**src/rtl/vx_mem_load_sink.sv**
```systemverilog
// vx_mem_load_sink: receives loader cachelines into a FIFO and writes them to memory; VX_MEM_LOAD_STATS_EN adds line/stall counters
module vx_mem_load_sink #(
    parameter int                    CL_WIDTH   = 512,
    parameter int                    ADDR_WIDTH = 32,
    parameter int                    FIFO_DEPTH = 4,
    parameter logic [ADDR_WIDTH-1:0] INSTR_BASE = 32'h8000_0000,
    parameter logic [ADDR_WIDTH-1:0] DATA_BASE  = 32'h9000_0000
) (
    input  logic                  clk,
    input  logic                  reset_n,
    input  logic                  load_valid,
    output logic                  load_ready,
    input  logic [1:0]            cacheline_type,
    input  logic [CL_WIDTH-1:0]   cacheline,
    output logic                  mem_wr_valid,
    input  logic                  mem_wr_ready,
    output logic [ADDR_WIDTH-1:0] mem_wr_addr,
    output logic [CL_WIDTH-1:0]   mem_wr_data,
    output logic                  load_done,
`ifdef VX_MEM_LOAD_STATS_EN
    output logic [31:0]           instr_lines,
    output logic [31:0]           data_lines,
    output logic [31:0]           stall_cycles,
`endif
    output logic                  load_err
);
    localparam int AW = $clog2(FIFO_DEPTH);
    localparam int CW = AW + 1;
    localparam logic [ADDR_WIDTH-1:0] STEP = ADDR_WIDTH'(CL_WIDTH / 8);

    typedef enum logic [1:0] {IDLE, WRITE, DONE} state_t;

    state_t                state, state_nx;
    logic [CL_WIDTH+1:0]   fifo [FIFO_DEPTH];
    logic [AW-1:0]         wr_ptr, rd_ptr;
    logic [CW-1:0]         count, count_nx;
    logic                  push, pop, hs, cur_data, end_seen, err_set;
    logic [1:0]            head_type;
    logic [CL_WIDTH-1:0]   head_line;
    logic [ADDR_WIDTH-1:0] instr_ptr, data_ptr, instr_nx, data_nx;

    // Handshakes, FIFO occupancy prediction and drain next-state decode
    always_comb begin
        head_type = fifo[rd_ptr][CL_WIDTH+:2];
        head_line = fifo[rd_ptr][CL_WIDTH-1:0];
        push      = load_valid & load_ready;
        hs        = (state == WRITE) & mem_wr_ready;
        pop       = (count != '0) & ((state == IDLE) | hs);
        count_nx  = count + CW'(push) - CW'(pop);
        state_nx  = pop ? (head_type == 2'd2 ? DONE : head_type == 2'd3 ? IDLE : WRITE)
                        : hs ? IDLE : state;
        instr_nx  = instr_ptr + ((hs & ~cur_data) ? STEP : '0);
        data_nx   = data_ptr + ((hs & cur_data) ? STEP : '0);
        err_set   = (pop & (head_type == 2'd3)) | ((state == DONE) & load_valid) | (push & end_seen);
    end

    // FIFO storage needs no reset; occupancy is tracked by the pointers
    always_ff @(posedge clk) begin
        if (push) fifo[wr_ptr] <= {cacheline_type, cacheline};
    end

    // Control state, address pointers and registered write-port outputs
    always_ff @(posedge clk or negedge reset_n) begin
        if (!reset_n) begin
            state        <= IDLE;
            wr_ptr       <= '0;
            rd_ptr       <= '0;
            count        <= '0;
            load_ready   <= 1'b0;
            instr_ptr    <= INSTR_BASE;
            data_ptr     <= DATA_BASE;
            cur_data     <= 1'b0;
            end_seen     <= 1'b0;
            load_err     <= 1'b0;
            load_done    <= 1'b0;
            mem_wr_valid <= 1'b0;
            mem_wr_addr  <= '0;
            mem_wr_data  <= '0;
        end else begin
            state        <= state_nx;
            count        <= count_nx;
            wr_ptr       <= push ? wr_ptr + 1'b1 : wr_ptr;
            rd_ptr       <= pop ? rd_ptr + 1'b1 : rd_ptr;
            load_ready   <= (count_nx != CW'(FIFO_DEPTH)) & (state_nx != DONE);
            instr_ptr    <= instr_nx;
            data_ptr     <= data_nx;
            end_seen     <= end_seen | (push & (cacheline_type == 2'd2));
            load_err     <= load_err | err_set;
            load_done    <= load_done | (state_nx == DONE);
            mem_wr_valid <= state_nx == WRITE;
            if (pop && !head_type[1]) begin
                cur_data    <= head_type[0];
                mem_wr_addr <= head_type[0] ? data_nx : instr_nx;
                mem_wr_data <= head_line;
            end
        end
    end

`ifdef VX_MEM_LOAD_STATS_EN
    // Saturating counters of written lines and loader stall cycles
    always_ff @(posedge clk or negedge reset_n) begin
        if (!reset_n) begin
            instr_lines  <= '0;
            data_lines   <= '0;
            stall_cycles <= '0;
        end else begin
            if (hs && !cur_data && instr_lines != '1) instr_lines <= instr_lines + 1'b1;
            if (hs && cur_data && data_lines != '1) data_lines <= data_lines + 1'b1;
            if (load_valid && !load_ready && state != DONE && stall_cycles != '1) stall_cycles <= stall_cycles + 1'b1;
        end
    end
`endif
endmodule

```
**config.mk**
```make
export PLATFORM = sky130hd
export DESIGN_NAME = vx_mem_load_sink
export DESIGN_NICKNAME = d
export VERILOG_FILES = /design/src/rtl/vx_mem_load_sink.sv
export SDC_FILE = /design/constraint.sdc
export NUM_CORES = 2
export LEC_CHECK = 0
export ABC_CLOCK_PERIOD_IN_PS = 24900
export CORE_AREA = 2 2 418 420
export CTS_CLUSTER_DIAMETER = 60
export DETAILED_ROUTE_END_ITERATION = 10
export DIE_AREA = 0 0 420 422
export HOLD_SLACK_MARGIN = 0.1
export MAX_ROUTING_LAYER = met4
export PLACE_DENSITY_LB_ADDON = 0.3
export RECOVER_POWER = 50
export SLEW_MARGIN = 10
export SYNTH_ARGS = -nofsm -noshare
export SYNTH_HDL_FRONTEND = slang
export SYNTH_SLANG_ARGS = --single-unit
```
**constraint.sdc**
```tcl
create_clock -name clk -period 24.9 [get_ports clk]
set_clock_uncertainty 0.1 [all_clocks]
set_input_delay 4.98 -clock clk [delete_from_list [all_inputs] [get_ports clk]]
set_output_delay 4.98 -clock clk [all_outputs]
set_load 0.01 [all_outputs]
```
==> metrics.cfg <==
[status]
status=finished, violations left
violations=max-capacitance violations, max-slew violations

[timing]
period_share=0.628
fmax_ghz=0.0640
setup-tns-final_ps=0
worst_pin_slew_ps=9660
finalSetupViolCount=0
hold_viol_final=0
whs_ps=362
timing.final.ws_setup_ps=9270
slew_headroom=-5.44
period_minus_slack_ps=15630
grt_setup_unrepaired=no
slew_violations=1095

[clock_network]
cts-root-buf=clkbuf_16
cts_resized=0
cts_tree=built
cts.sinks=2661
clk_pin_slew_ps=60
cts.hold.buffers_added=0
clockBufferDepth=4
cts_setup_buffers=0
clk_latency_ps=920
h-tree-depth=5
cts_made_buffers=281

[global_routing]
grt_antenna_before_repair=203
grt_max_degree=174
overflow=0
grt_first_pass_wirelength_um=345000
grt_pass1_vias=53500
grt.total_usage=0.273

[pwr]
total_power_mw=10.5
irDropWorstVdd_v=0.0000760
powerDensity_nw_per_um2=87.6
leakagePower_nw=44.3

[worst_hold_path]
hold_start=load_done
whs_endpoint=load_done
hold_depth=1
holdCritPathClass=reg -> reg

[synth]
ys_seq_elements=2661
async_flop_share=0.227
ys_warn_count=0
avgSynthCellArea_um2=18.5
netlist_instances=5273
syn_area_um2=97400
yosysSeqAreaShare=0.789
yosysUniqueCellTypes=50
synth_edf_count=2056
synth_ff_type=edfxtp_1

[flow_run]
drv_cap=15

[drt]
drt-total-wl_um=237000
wl_per_cell_um=25.9
dr_total_vias=52100
drt-pass1-iter-count=6
viasPerCell=5.71
drt_iter0_markers=4519
drc=0
final_antenna_net_count=0

[floorplanning]
io_pins=1066
row_count=153
die_x_um=420
die_area_um2=177000
start_util=0.563
core-area_um2=173000
die_height_um=422

[finish]
nets=6965
synthToLayoutAreaGrowth_pct=22.6
final_layout_size_suffix_gt1_frac=0.146

[setup_path]
start_kind=primary input
arrival_ps=16000
worst-r2r-cell-count=5
crit_fanout=143
timing.rr.start=wr_ptr[0]
r2r_setup_slack_ps=13490
cp.required_ps=25270
crit_path_end_kind=flop
crit_type=in -> reg
r2r_end=fifo[3][212]

[placement]
portBuffers=1059
finalWeightedCongestion=0.851
dpl.hpwl_um=141000
post-place-ws_ps=15200

Yosys cell counts (6+ instances only):
library cell / n / share of area
buf_1: 27 / 0.0010
nor3_1: 27 / 0.0014
xor2_1: 18 / 0.0016
nor2_1: 13 / 0.00050
buf_4: 20 / 0.0015
inv_1: 13 / 0.00050
nand4_1: 11 / 0.00071
o31ai_1: 8 / 0.00062
buf_2: 86 / 0.0044
o21a_1: 6 / 0.00046
ha_1: 10 / 0.0013
mux4_2: 513 / 0.12
and4_1: 11 / 0.00099
mux2i_1: 12 / 0.0012
xnor2_1: 20 / 0.0018
o21ai_0: 20 / 0.0010
nand3_1: 16 / 0.00082
clkbuf_1: 114 / 0.0044
and3_1: 8 / 0.00051
edfxtp_1: 2056 / 0.63
or2_2: 12 / 0.00077
nand2_1: 1588 / 0.061
dfrtp_1: 602 / 0.15
placed cells by master, fill, tap and decap left out, types with 6 or more instances in the layout:
cell and instances:
xor2_1 18, inv_1 13, diode_2 161, xnor2_1 20
or2_2 11, edfxtp_1 2056, nand3_1 16, mux4_2 513
buf_12 7, nand4_1 12, and4_1 11, o21ai_0 20
clkdlybuf4s50_1 542, clkinv_1 29, clkbuf_8 32, nand2_1 1588
nor3_1 28, clkbuf_1 88, dlygate4sd3_1 516, and3_1 8
clkinv_2 32, nor2_1 13, dfrtp_1 600, ha_1 10
o31ai_1 8, clkbuf_16 285, bufinv_16 13, conb_1 6
o21a_1 6, mux2i_1 11, buf_4 48
area by class of cell:
class                           count  area, um^2
Timing Repair Buffer             1124       11100
Clock buffer                      394        7860
Fill cell                       10700       53500
Multi-Input combinational cell   2355       19300
Clock inverter                     90         828
Antenna cell                      161         403
Inverter                           13        48.8
Tap cell                         2325        2910
Sequential cell                  2661       76900
critical path: stages:
cell	delay [ps]
dlygate4sd3_1	650
and3_1	1010
clkbuf_1	6740
buf_4	1460
buf_4	810
kinds of logic after synthesis:
logic type | Yosys count | share of synthesized area
AO/OA/AOI/OAI | 55 | 0.00379
XOR/XNOR | 39 | 0.00358
adder cells (fa/ha/maj) | 11 | 0.00149
buffers and inverters | 262 | 0.0121
flip-flops | 2661 | 0.789
multiplexers | 527 | 0.120
other | 1 | 0.0000385
AND/OR/NAND/NOR | 1717 | 0.0694
per-stage QoR:
stage                     std cells  utilization  area [um^2]
after global placement         8478        0.639       110000
final                          9123        0.691       119000
after floorplan                5278            -        97400
after CTS                      8962        0.689       119000
after global routing           9107        0.691       119000
after detailed placement       8478        0.639       110000
sequential cells by signal, summed over array words and instances, names as in the netlist, 2 cells and up:
register     flops
rd_ptr           2
wr_ptr           2
fifo          2056
mem_wr_addr     26
instr_ptr       26
mem_wr_data    512
count            3
state            2
data_ptr        26
how the worst max path moves through the flow:
stage | startpoint | to | slack, ps | cells after the start
floorplan | load_valid | fifo[0][0] | 7180 | 1
global placement | mem_wr_ready | mem_wr_data[184] | 15320 | 9
detailed placement | mem_wr_ready | mem_wr_data[216] | 15200 | 9
CTS | mem_wr_ready | mem_wr_data[216] | 16080 | 9
global route | load_valid | fifo[3][211] | 8600 | 5
finish | load_valid | fifo[3][212] | 9270 | 5
metal layers:
layer | global-route usage | routed length [um] | vias to the layer above
met5 | - | 0 | -
met4 | 0.173 | 14900 | 0
met3 | 0.0638 | 18100 | 692
met2 | 0.423 | 119000 | 2287
met1 | 0.323 | 84700 | 26800
li1 | - | - | 22300
power breakdown:
group          total, mW  switching, mW  internal, mW
Combinational      0.799          0.536         0.263
Sequential          5.69          0.132          5.56
Clock               3.97           1.63          2.33
Total               10.5           2.30          8.15
(Power assumes the default switching activity.)
